**src/rtl/pic_port_uart.sv**
```systemverilog
// pic_port_uart: serial transmit stage fed from the PIC16 GPIO ports.
// Firmware puts a byte on RB and pulses RA[0]. Each rising edge of the strobe
// pushes that byte into a small FIFO. The FIFO drains as 8N1 UART on TXD.
// FULL goes back to RA[1] so firmware can poll before each write.
//
// state   | meaning
// --------+---------------------------------------------------------------
// S_IDLE  | line high; pops the FIFO head on the next edge when not empty
// S_START | start bit, line low for DIV cycles
// S_DATA  | data bits, LSB first, DIV cycles each
// S_STOP  | stop bit, line high for DIV cycles
module pic_port_uart #(
  parameter int CLK_HZ = 70000000,
  parameter int BAUD   = 115200,
  parameter int DEPTH  = 4
) (
  input  logic       CLK,
  input  logic       nRST,
  input  logic [7:0] PORT_D,
  input  logic       PORT_STB,
  output logic       FULL,
  output logic       BUSY,
  output logic       OVR,
  output logic       TXD
);

  localparam int DIV = CLK_HZ / BAUD;
  localparam int AW  = $clog2(DEPTH);
  localparam int CW  = AW + 1;
  localparam int BW  = $clog2(DIV);

  localparam logic [BW-1:0] BAUD_LAST = BW'(DIV - 1);
  localparam logic [CW-1:0] CNT_FULL  = CW'(DEPTH);

  typedef enum logic [1:0] {S_IDLE, S_START, S_DATA, S_STOP} state_t;

  state_t          state_q, state_d;
  logic [BW-1:0]   bcnt_q, bcnt_d;
  logic [2:0]      bidx_q, bidx_d;
  logic [7:0]      shreg_q, shreg_d;
  logic            txd_q, txd_d;

  logic            stb_d;
  logic            ovr_q;
  logic [7:0]      mem [DEPTH];
  logic [AW-1:0]   wptr, rptr;
  logic [CW-1:0]   count;

  logic            push_req, push, pop, full;

  // Fullness is judged before any same-cycle pop, so a push that coincides
  // with the pop of a full FIFO is still refused.
  assign push_req = PORT_STB & ~stb_d;
  assign full     = (count == CNT_FULL);
  assign push     = push_req & ~full;
  assign pop      = (state_q == S_IDLE) && (count != '0);

  assign FULL = full;
  assign BUSY = (state_q != S_IDLE) || (count != '0);
  assign OVR  = ovr_q;
  assign TXD  = txd_q;

  // Strobe edge detect. stb_d resets high so a strobe held across reset never pushes.
  // Overrun flag is sticky until reset.
  always_ff @(posedge CLK or negedge nRST) begin
    if (!nRST) begin
      stb_d <= 1'b1;
      ovr_q <= 1'b0;
    end else begin
      stb_d <= PORT_STB;
      if (push_req && full) ovr_q <= 1'b1;
    end
  end

  // FIFO pointers and occupancy; pointers wrap naturally since DEPTH is a power of two.
  always_ff @(posedge CLK or negedge nRST) begin
    if (!nRST) begin
      wptr  <= '0;
      rptr  <= '0;
      count <= '0;
    end else begin
      if (push) wptr <= wptr + AW'(1);
      if (pop)  rptr <= rptr + AW'(1);
      if (push && !pop)      count <= count + CW'(1);
      else if (pop && !push) count <= count - CW'(1);
    end
  end

  // FIFO storage; contents need no reset because count gates every read.
  always_ff @(posedge CLK) begin
    if (push) mem[wptr] <= PORT_D;
  end

  // Transmit FSM state register; TXD is registered so the line never glitches.
  always_ff @(posedge CLK or negedge nRST) begin
    if (!nRST) begin
      state_q <= S_IDLE;
      bcnt_q  <= '0;
      bidx_q  <= '0;
      shreg_q <= '0;
      txd_q   <= 1'b1;
    end else begin
      state_q <= state_d;
      bcnt_q  <= bcnt_d;
      bidx_q  <= bidx_d;
      shreg_q <= shreg_d;
      txd_q   <= txd_d;
    end
  end

  // Next-state logic: the baud counter runs DIV-1 down to 0 in every active state.
  always_comb begin
    state_d = state_q;
    bcnt_d  = bcnt_q;
    bidx_d  = bidx_q;
    shreg_d = shreg_q;
    txd_d   = 1'b1;

    case (state_q)
      S_IDLE: begin
        bcnt_d = '0;
        if (pop) begin
          shreg_d = mem[rptr];
          bidx_d  = '0;
          bcnt_d  = BAUD_LAST;
          state_d = S_START;
        end
      end
      S_START: begin
        if (bcnt_q == '0) begin
          bcnt_d  = BAUD_LAST;
          bidx_d  = '0;
          state_d = S_DATA;
        end else begin
          bcnt_d = bcnt_q - BW'(1);
        end
      end
      S_DATA: begin
        if (bcnt_q == '0) begin
          bcnt_d  = BAUD_LAST;
          shreg_d = {1'b0, shreg_q[7:1]};
          if (bidx_q == 3'd7) state_d = S_STOP;
          else                bidx_d  = bidx_q + 3'd1;
        end else begin
          bcnt_d = bcnt_q - BW'(1);
        end
      end
      S_STOP: begin
        if (bcnt_q == '0) begin
          bcnt_d  = '0;
          state_d = S_IDLE;
        end else begin
          bcnt_d = bcnt_q - BW'(1);
        end
      end
      default: begin
        bcnt_d  = '0;
        state_d = S_IDLE;
      end
    endcase

    case (state_d)
      S_START: txd_d = 1'b0;
      S_DATA:  txd_d = shreg_d[0];
      default: txd_d = 1'b1;
    endcase
  end

endmodule
```
**config.mk**
```make
export PLATFORM = sky130hd
export DESIGN_NAME = pic_port_uart
export DESIGN_NICKNAME = d
export VERILOG_FILES = /design/src/rtl/pic_port_uart.sv
export SDC_FILE = /design/constraint.sdc
export NUM_CORES = 1
export LEC_CHECK = 0
export CORE_AREA = 4 4 108 110
export CTS_CLUSTER_SIZE = 8
export DETAILED_ROUTE_END_ITERATION = 8
export DIE_AREA = 0 0 112 114
export PLACE_DENSITY = 0.51
export SLEW_MARGIN = 20
export SYNTH_ARGS = -nofsm -noshare
export SYNTH_HDL_FRONTEND = slang
export SYNTH_SLANG_ARGS = --single-unit
```
**constraint.sdc**
```tcl
create_clock -name CLK -period 5.76 [get_ports CLK]
set_input_delay 1.152 -clock CLK [delete_from_list [all_inputs] [get_ports CLK]]
set_output_delay 1.152 -clock CLK [all_outputs]
set_load 0.005 [all_outputs]
```
# ---- Yosys cells after proc, flatten, opt, wreduce, memory -nomap -nowiden
# Memory sizes are Yosys's and may differ from the RTL's.
# Index checks and enable logic that the tools add are counted.
dict set report classes {
  mux 23
  n_bitwise 4
  n_mul 0
  eq_ne 11
  magnitude_cmp 0
  shift 0
  n_div 0
  add_sub_neg 6
  reduce_logical 17
}
# cell n
set op_table {}
lappend op_table {{$mux 10} 3}
lappend op_table {{$pmux 10 s3} 1}
lappend op_table {{$mux 3} 6}
lappend op_table {{$mux 8} 2}
lappend op_table {{$pmux 8 s2} 1}
lappend op_table {{$logic_not 10->1} 1}
lappend op_table {{$mux 2} 5}
lappend op_table {{$sub 10x1->10 const B} 1}
lappend op_table {{$pmux 3 s3} 1}
lappend op_table {{$ne 2x2->1 const B} 4}
lappend op_table {{$pmux 2 s4} 1}
lappend op_table {{$add 3x1->3 const B} 2}
lappend op_table {{$eq 2x2->1 const B} 3}
lappend op_table {{$eq 3x3->1 const B} 2}
lappend op_table {{$reduce_bool 2->1} 3}
lappend op_table {{$reduce_bool 3->1} 2}
lappend op_table {{$reduce_and 5->1} 1}
lappend op_table {{$add 2x1->2 const B} 2}
lappend op_table {{$eq 2x1->1 const B} 2}
lappend op_table {{$logic_and 1x1->1} 4}
lappend op_table {{$reduce_and 3->1} 1}
lappend op_table {{$sub 3x1->3 const B} 1}
lappend op_table {{$and 1x1->1} 2}
lappend op_table {{$logic_not 1->1} 2}
lappend op_table {{other kinds (6)} 8}
dict set report word_totals {
  ff_bits 33
  ram_bits 32
  word_cells 73
  n_memories 1
  latch_bits 0
  output_inout_bits 4
  mem_bits_ro 0
  inputBits 11
}
# name depth width rd rd_ports_with_merged_regs write_ports line_no
set memory_table {}
lappend memory_table {mem 4 8 1 0 1 45} ;# logic [7:0] mem [DEPTH];

# ---- Longest topological paths before layout
# Gate-level depths: netlist of the first run.
dict set report depth {
  depth_word 7
  mapped_depth 10
  depth_no_buf 9
}

# ---- Worst setup path before layout of the first run
# No wires, ideal clock.
dict set report synth_path {
  path_type {input to register}
  start {input PORT_STB}
  end {register count[2]}
  t_arrival_ps 2734
  path_stages 7
  path_slack_ps 2947
  path_buffers 0
  setup_ps 79
  t_required_ps 5681
  cell_sequence {nor3b_1 > ha_1 > inv_1 > fa_1 > xor2_1 > nor2_1 > xor2_1}
}
dict set report synth_via {
  elab_chain_cells 5
  elab_cells_between_ends 7
  cone_classes {mux (1); bitwise (2); reduce/logical (4)}
}
# item line_no
set synth_rtl {}
lappend synth_rtl {{start, declared} 20} ;# input logic PORT_STB,
lappend synth_rtl {{$and 1x1->1 (*)} 53} ;# assign push_req = PORT_STB & ~stb_d;
lappend synth_rtl {{$and 1x1->1 (*)} 55} ;# assign push = push_req & ~full;
lappend synth_rtl {{$logic_not 1->1} 85} ;# else if (pop && !push) count <= count - CW'(1);
lappend synth_rtl {{$logic_and 1x1->1} 85}
lappend synth_rtl {{$reduce_bool 2->1 (no source line)} n/a}
lappend synth_rtl {{end signal, assigned} 84} ;# if (push && !pop) count <= count + CW'(1);
lappend synth_rtl {{end signal, assigned} 85}
lappend synth_rtl {{end, declared} 47} ;# logic [CW-1:0] count;
# Mark *: on every way between the ends. The rest lies on a longest branch, timed or not.
# A chain may end at the register's enable or synchronous reset.

# ---- Final worst setup path of the first run
dict set report layout_path {
  start {input PORT_STB}
  end {register count[2]}
}
dict set report layout_via {
  elab_chain_cells 5
  elab_cells_between_ends 7
  cone_classes {mux (1); bitwise (2); reduce/logical (4)}
}
# item line_no
set layout_rtl {}
lappend layout_rtl {{$and 1x1->1 (*)} 53}
lappend layout_rtl {{$and 1x1->1 (*)} 55}
lappend layout_rtl {{via push} 49} ;# logic push_req, push, pop, full;
lappend layout_rtl {{$logic_not 1->1} 85}
lappend layout_rtl {{$logic_and 1x1->1} 85}
lappend layout_rtl {{$reduce_bool 2->1 (no source line)} n/a}
# Mark *: on every way through the listed nets, which the timed path passes. The rest lies on a longest branch.

==> summary.md, run 1 <==
| Metric | Value |
|---|---|
| CP most frequent cell | `xor2_1` |
| Syn Std Cell Area | `0.00294 mm^2` |
| GRT Resource Usage Total | `8.40%` |
| CTS tree | `done` |
| Mean Syn Cell Area | `13.2 um^2` |
| Critical path buffer and inverter count | `2` |
| Share of the synthesized area in the top cell type | `32.7%` |
| Sequential element share of the synthesized area | `60.8%` |
| Grt ovf | `0` |
| Final #Nets | `265` |
| Final WL | `4860 um` |
| GPL Wtd Cong | `0.693` |
| Pre-antenna DRT Iters | `4` |
| WP data arrival | `3.46 ns` |
| Final slew viol count | `0` |
| Syn. warnings | `0` |
| Number of synthesized flops with an enable pin | `32` |
| RSZ-0062 raised after global routing | `false` |
| Post-synthesis sequential element count | `65` |
| Layout Skew | `0.0146 ns` |
| Number of distinct library cells after synthesis | `45` |
| Clk slew on worst S/H paths | `0.08 ns` |
| CP max-delay cell | `nor3b_1` |
| Area of the multi-input gates | `0.00106 mm^2` |
| Max Freq | `314 MHz` |
| Worst-path fanout max | `8` |
| CTS max path bufs | `2` |
| Pwr Density | `491 mW/mm^2` |
| Post-route DRC violation count | `0` |
| Worst slew pin tran | `0.770 ns` |
| Critical Setup Path Class | `input port to flop` |
| CTS sink cnt | `65` |
| # fillers | `1069` |
| Met2 Usage GRT | `12.9%` |
| Synth area leader | `edfxtp_1` |
| First DRT Iteration DRCs | `53` |
| WL per Instance | `12.6 um` |
| Vias per cell | `4.44` |
| GR Layer Usage met1 | `11.0%` |
| Gr busiest metal | `met2` |
| CTS Buf Count | `9` |
| Period minus WS final | `3.19 ns` |
| Synth-to-Final Area Change | `16.6%` |
| Post-CTS setup buffers | `0` |
| Initial antenna violation count | `0` |
| Ys flop type | `edfxtp_1` |
| Rel. slew slack | `48.5%` |
| Crit path largest cell delay | `0.65 ns` |
| Fin Hold WS | `0.470 ns` |
| Full die area | `0.0128 mm^2` |
| Inserted Diodes | `0` |
| Core area | `0.0107 mm^2` |
| Final non-filler cell total | `386` |
| Synth area leaders | `edfxtp_1 33%, dfrtp_1 26%, mux4_2 6.1%, ha_1 5.1%, nand2_1 2.9%` |
| CTS Hold Bufs | `0` |
| Req. time, crit path | `6.03 ns` |
| Largest net degree at the start of global routing | `34` |
| Sum of negative setup slack | `0 ns` |
| Period utilisation layout | `55.4%` |
| DIE HEIGHT | `114 um` |
| Syn_nets | `247` |
| CP endpoint kind | `flop` |
| Critical Path, Cell by Cell | `clkdlybuf4s50_1, nor3b_1, ha_1, inv_1, fa_1, xor2_1, nor2_1, xor2_1` |
| Peak supply drop | `0.131 mV` |
| Dpl hpwl | `3380 um` |
| Cells after Synth | `223` |
| Initial core utilization | `27.5%` |
| H-tree Lvls | `3` |
| Buffers on Ports | `14` |
| Latest clock arrival within the worst-skew pair | `0.34 ns` |
| Post-synth ARST share | `50.8%` |
| Cts repair resizes | `0` |
| I/O Pins | `15` |
| Placement row count | `38` |
| Inst Count DP | `370` |
| Routed vias | `1714` |
| Root buf cell | `clkbuf_8` |
| Reg area | `0.00179 mm^2` |
| First-pass GRT wire length | `8550 um` |
| Share of cells above drive strength 1 | `14.2%` |
| Leakage | `1.29 nW` |
| Outcome | `complete, no violations` |
| CP delay by family, top | `simple AND/OR/NAND/NOR gates` |
| Number of global-route vias before repair | `1736` |
| HP Class | `flop to flop` |
| GR Util met3 | `3.66%` |
| Final hold violation count | `0` |
| Startpoint Class | `input port` |
| Utilization after layout | `32.1%` |
| Max-cap violation count | `0` |
| ANT nets after route | `0` |
| Die X | `112 um` |
| Endpoints failing setup | `0` |
==> cells in the mapped netlist, types with 2 or more instances <==
master	number
ha_1	12
mux4_2	8
nor2b_1	2
edfxtp_1	32
o21bai_1	2
dfrtp_1	31
xor2_1	4
nand2_1	23
nor3_1	3
dfstp_2	2
a21oi_1	4
or3_1	3
clkbuf_1	4
a31oi_1	6
and2_1	4
inv_1	11
mux2_2	2
a21o_1	2
nor4_1	3
buf_2	2
o21ai_0	11
a22oi_1	2
a31o_2	2
xnor2_1	9
nor3b_1	2
nor2_1	18
==> cell type report <==
class / instances / share of cell area, %
multi-input cells: 138 / 31.0
clock buffers: 9 / 3.61
clock inverters: 7 / 2.48
inverters: 12 / 1.31
repair buffers: 15 / 4.30
flip-flops and latches: 65 / 52.2
well taps: 140 / 5.11
==> state kept, by name (all words and copies together), names as in the netlist, 2 cells and up <==
name and cells:
mem 32, bcnt_q 10, shreg_q 8, bidx_q 3, count 3, rptr 2, state_q 2, wptr 2
==> report_power, final <==
part           switching [W]  internal (W)  total, W
Clock               0.000196      0.000208  0.000404
Combinational       0.000281      0.000271  0.000552
Sequential          0.000112      0.000615  0.000728
Total               0.000589       0.00109   0.00168
==> metrics by stage <==
stage          setup slack [ns]  instance area (um^2)  total power [W]
5_1_grt                    2.29                  3430          0.00182
6_report                   2.57                  3430          0.00168
3_5_place_dp               2.17                  3220          0.00130
4_1_cts                    2.54                  3430          0.00171
3_3_place_gp               2.20                  3220          0.00129
2_1_floorplan              2.95                  2940          0.00116
==> layer usage <==
metal  part of all wire, %  up-vias
li1                      -      841
met1                    48      845
met2                    46       24
met3                   5.2        4
met4                  0.64        0
met5                     0        -
==> cells by family after synthesis <==
family | synth area share, %
multiplexers | 7.23
buffers and inverters | 3.02
flip-flops | 60.8
adder cells (fa/ha/maj) | 5.78
AO/OA/AOI/OAI | 8.42
AND/OR/NAND/NOR | 10.9
XOR/XNOR | 3.87
==> cell usage in the layout, fill, tap and decap left out, types with 9 or more instances in the layout <==
| cell type | count |
|---|---|
| xnor2_1 | 9 |
| clkdlybuf4s50_1 | 14 |
| clkbuf_8 | 9 |
| nor2_1 | 18 |
| nand2_1 | 23 |
| edfxtp_1 | 32 |
| dfrtp_1 | 31 |
| o21ai_0 | 11 |
| ha_1 | 12 |
| inv_1 | 11 |
==> path summary, 6_finish.rpt <==
check | from | end | slack [ns] | cells past startpoint
max | PORT_STB | count[2] | 2.57 | 8
min | bcnt_q[0] | bcnt_q[0] | 0.47 | 1
max reg2reg | bcnt_q[0] | shreg_q[7] | 3.19 | 7
min reg2reg | bcnt_q[0] | bcnt_q[0] | 0.47 | 1
max in group asynchronous | nRST | TXD | 4.21 | 2
min in group asynchronous | nRST | shreg_q[4] | 1.21 | 2
Power figures use the tool's default switching activity.
==> inputs of run 2 (changes only) <==
PLACE_DENSITY = 0.52   (was 0.51)
clock period = 2.6 ns   (was 5.76 ns; I/O delays follow)
==> summary.md, run 2 (same netlist as run 1, synthesis figures left out) <==
| Metric | Value |
|---|---|
| Outcome | `complete, no violations` |
| Routed vias | `1724` |
| Max-cap violation count | `0` |
| Pre-antenna DRT Iters | `4` |
| CTS sink cnt | `65` |
| Most common cell after layout, fill and taps aside | `edfxtp_1` |
| Initial core utilization | `27.5%` |
| RSZ-0062 raised after global routing | `false` |
| GR Layer Usage met1 | `11.0%` |
| WL per Instance | `13.2 um` |
| Core area | `0.0107 mm^2` |
| Final WL | `5150 um` |
| Leakage | `1.31 nW` |
| Share of cells above drive strength 1 | `15.9%` |
| Post-route DRC violation count | `0` |
| Inst Count DP | `375` |
| Endpoints failing setup | `0` |
| Final #Nets | `270` |
| Root buf cell | `clkbuf_8` |
| CTS tree | `done` |
| Layout Skew | `0.0105 ns` |
| Final hold violation count | `0` |
| Most frequent cells in the layout | `32 x edfxtp_1, 31 x dfrtp_1, 23 x nand2_1, 18 x nor2_1, 14 x clkdlybuf4s50_1` |
| GR Util met3 | `3.45%` |
| Max FFs per register | `32` |
| Biggest regs | `mem: 32 flops, bcnt_q: 10 flops, shreg_q: 8 flops` |
| Vias per cell | `4.41` |
| Period minus WS final | `2.44 ns` |
| I/O Pins | `15` |
| Initial antenna violation count | `0` |
| Worst-path fanout max | `11` |
| H-tree Lvls | `3` |
| Final slew viol count | `0` |
| Critical Setup Path Class | `flop to output pin` |
| Largest Register | `mem` |
| Peak supply drop | `0.353 mV` |
| Startpoint Class | `flop` |
| Req. time, crit path | `2.08 ns` |
| Utilization after layout | `32.5%` |
| Clk slew on worst S/H paths | `0.08 ns` |
| Pwr Density | `1090 mW/mm^2` |
| Cts repair resizes | `0` |
| Worst slew pin tran | `0.610 ns` |
| Final non-filler cell total | `391` |
| CTS Buf Count | `9` |
| Placement row count | `38` |
| Largest net degree at the start of global routing | `34` |
| DIE HEIGHT | `114 um` |
| GPL Wtd Cong | `0.793` |
| Buffers on Ports | `14` |
| Dpl hpwl | `3510 um` |
| First DRT Iteration DRCs | `95` |
| Final WS setup | `0.157 ns` |
| Synth-to-Final Area Change | `18.0%` |
| Post-CTS setup buffers | `0` |
| WP data arrival | `1.92 ns` |
| Max Freq | `409 MHz` |
| Latest clock arrival within the worst-skew pair | `0.34 ns` |
| Number of global-route vias before repair | `1736` |
| Inserted Diodes | `0` |
| GRT Resource Usage Total | `8.65%` |
| CP endpoint kind | `output pin` |
| # fillers | `1074` |
| ANT nets after route | `0` |
| Period utilisation layout | `93.9%` |
| Gr busiest metal | `met2` |
| HP Class | `flop to flop` |
| Grt ovf | `0` |
| CP max-delay cell | `clkdlybuf4s50_1` |
| Full die area | `0.0128 mm^2` |
| First-pass GRT wire length | `8640 um` |
| Crit path largest cell delay | `0.49 ns` |
| Die X | `112 um` |
| Met2 Usage GRT | `13.7%` |
| Critical Path, Cell by Cell | `inv_1, ha_1, nand2_1, clkdlybuf4s50_1` |
| Sum of negative setup slack | `0 ns` |
| Dpl ws | `0.0876 ns` |
| CTS max path bufs | `2` |
| Rel. slew slack | `59.4%` |
| CTS Hold Bufs | `0` |
-- run 2: cell types whose count changed in the layout (fill, tap and decap cells not counted) --
cell / before / now
clkinv_4: 3 / 2
buf_4: 1 / 6
inv_8: 1 / 0
clkinv_8: 0 / 1
clkinvlp_4: 0 / 1
-- run 2: worst paths after layout --
kind	startpoint	to	slack (ns)	cells after the start
setup reg to reg	bcnt_q[0]	TXD	0.29	7
hold reg to reg	bcnt_q[0]	bcnt_q[0]	0.45	1
min in group asynchronous	nRST	bcnt_q[6]	0.58	2
max in group asynchronous	nRST	TXD	1.66	2
setup / recovery	state_q[0]	BUSY	0.16	4
hold / removal	bcnt_q[0]	bcnt_q[0]	0.45	1
-- run 2: report_power, final --
part           leakage [nW]  internal (W)  switching (W)
clock network         0.103      0.000460       0.000434
registers             0.693       0.00136       0.000244
logic                 0.515      0.000635       0.000651
total                  1.31       0.00246        0.00133
-- run 2: final cells by class --
class                      instances  area [um^2]  share of cell area (%)
multi-input combinational        138         1060                    30.7
sequential                        65         1790                    51.5
clock buffer                       9          124                    3.57
tap                              140          175                    5.05
inverter                          12         45.0                    1.30
timing repair buffer              20          185                    5.33
clock inverter                     7         88.8                    2.56
-- run 2: metrics by stage --
step / area [um^2] / total power (W) / hold WS, ns
floorplan: 2940 / 0.00258 / 0.224
global placement: 3260 / 0.00292 / 0.442
detailed placement: 3260 / 0.00294 / 0.441
CTS: 3470 / 0.00385 / 0.453
global route: 3470 / 0.00408 / 0.505
finish: 3470 / 0.00379 / 0.451
-- run 2: routing by layer --
metal | part of all wire (%) | vias to the layer above
li1 | - | 852
met2 | 48 | 24
met1 | 48 | 844
met4 | 0.54 | 0
met5 | 0 | -
met3 | 4.1 | 4
-- run 2: critical path: cells and delay by family (launching register included) --
family | cells | cell delay, ns
adder cells (fa/ha/maj) | 1 | 0.36
buffers and inverters | 2 | 0.63
AND/OR/NAND/NOR | 1 | 0.19
flip-flops | 1 | 0.41
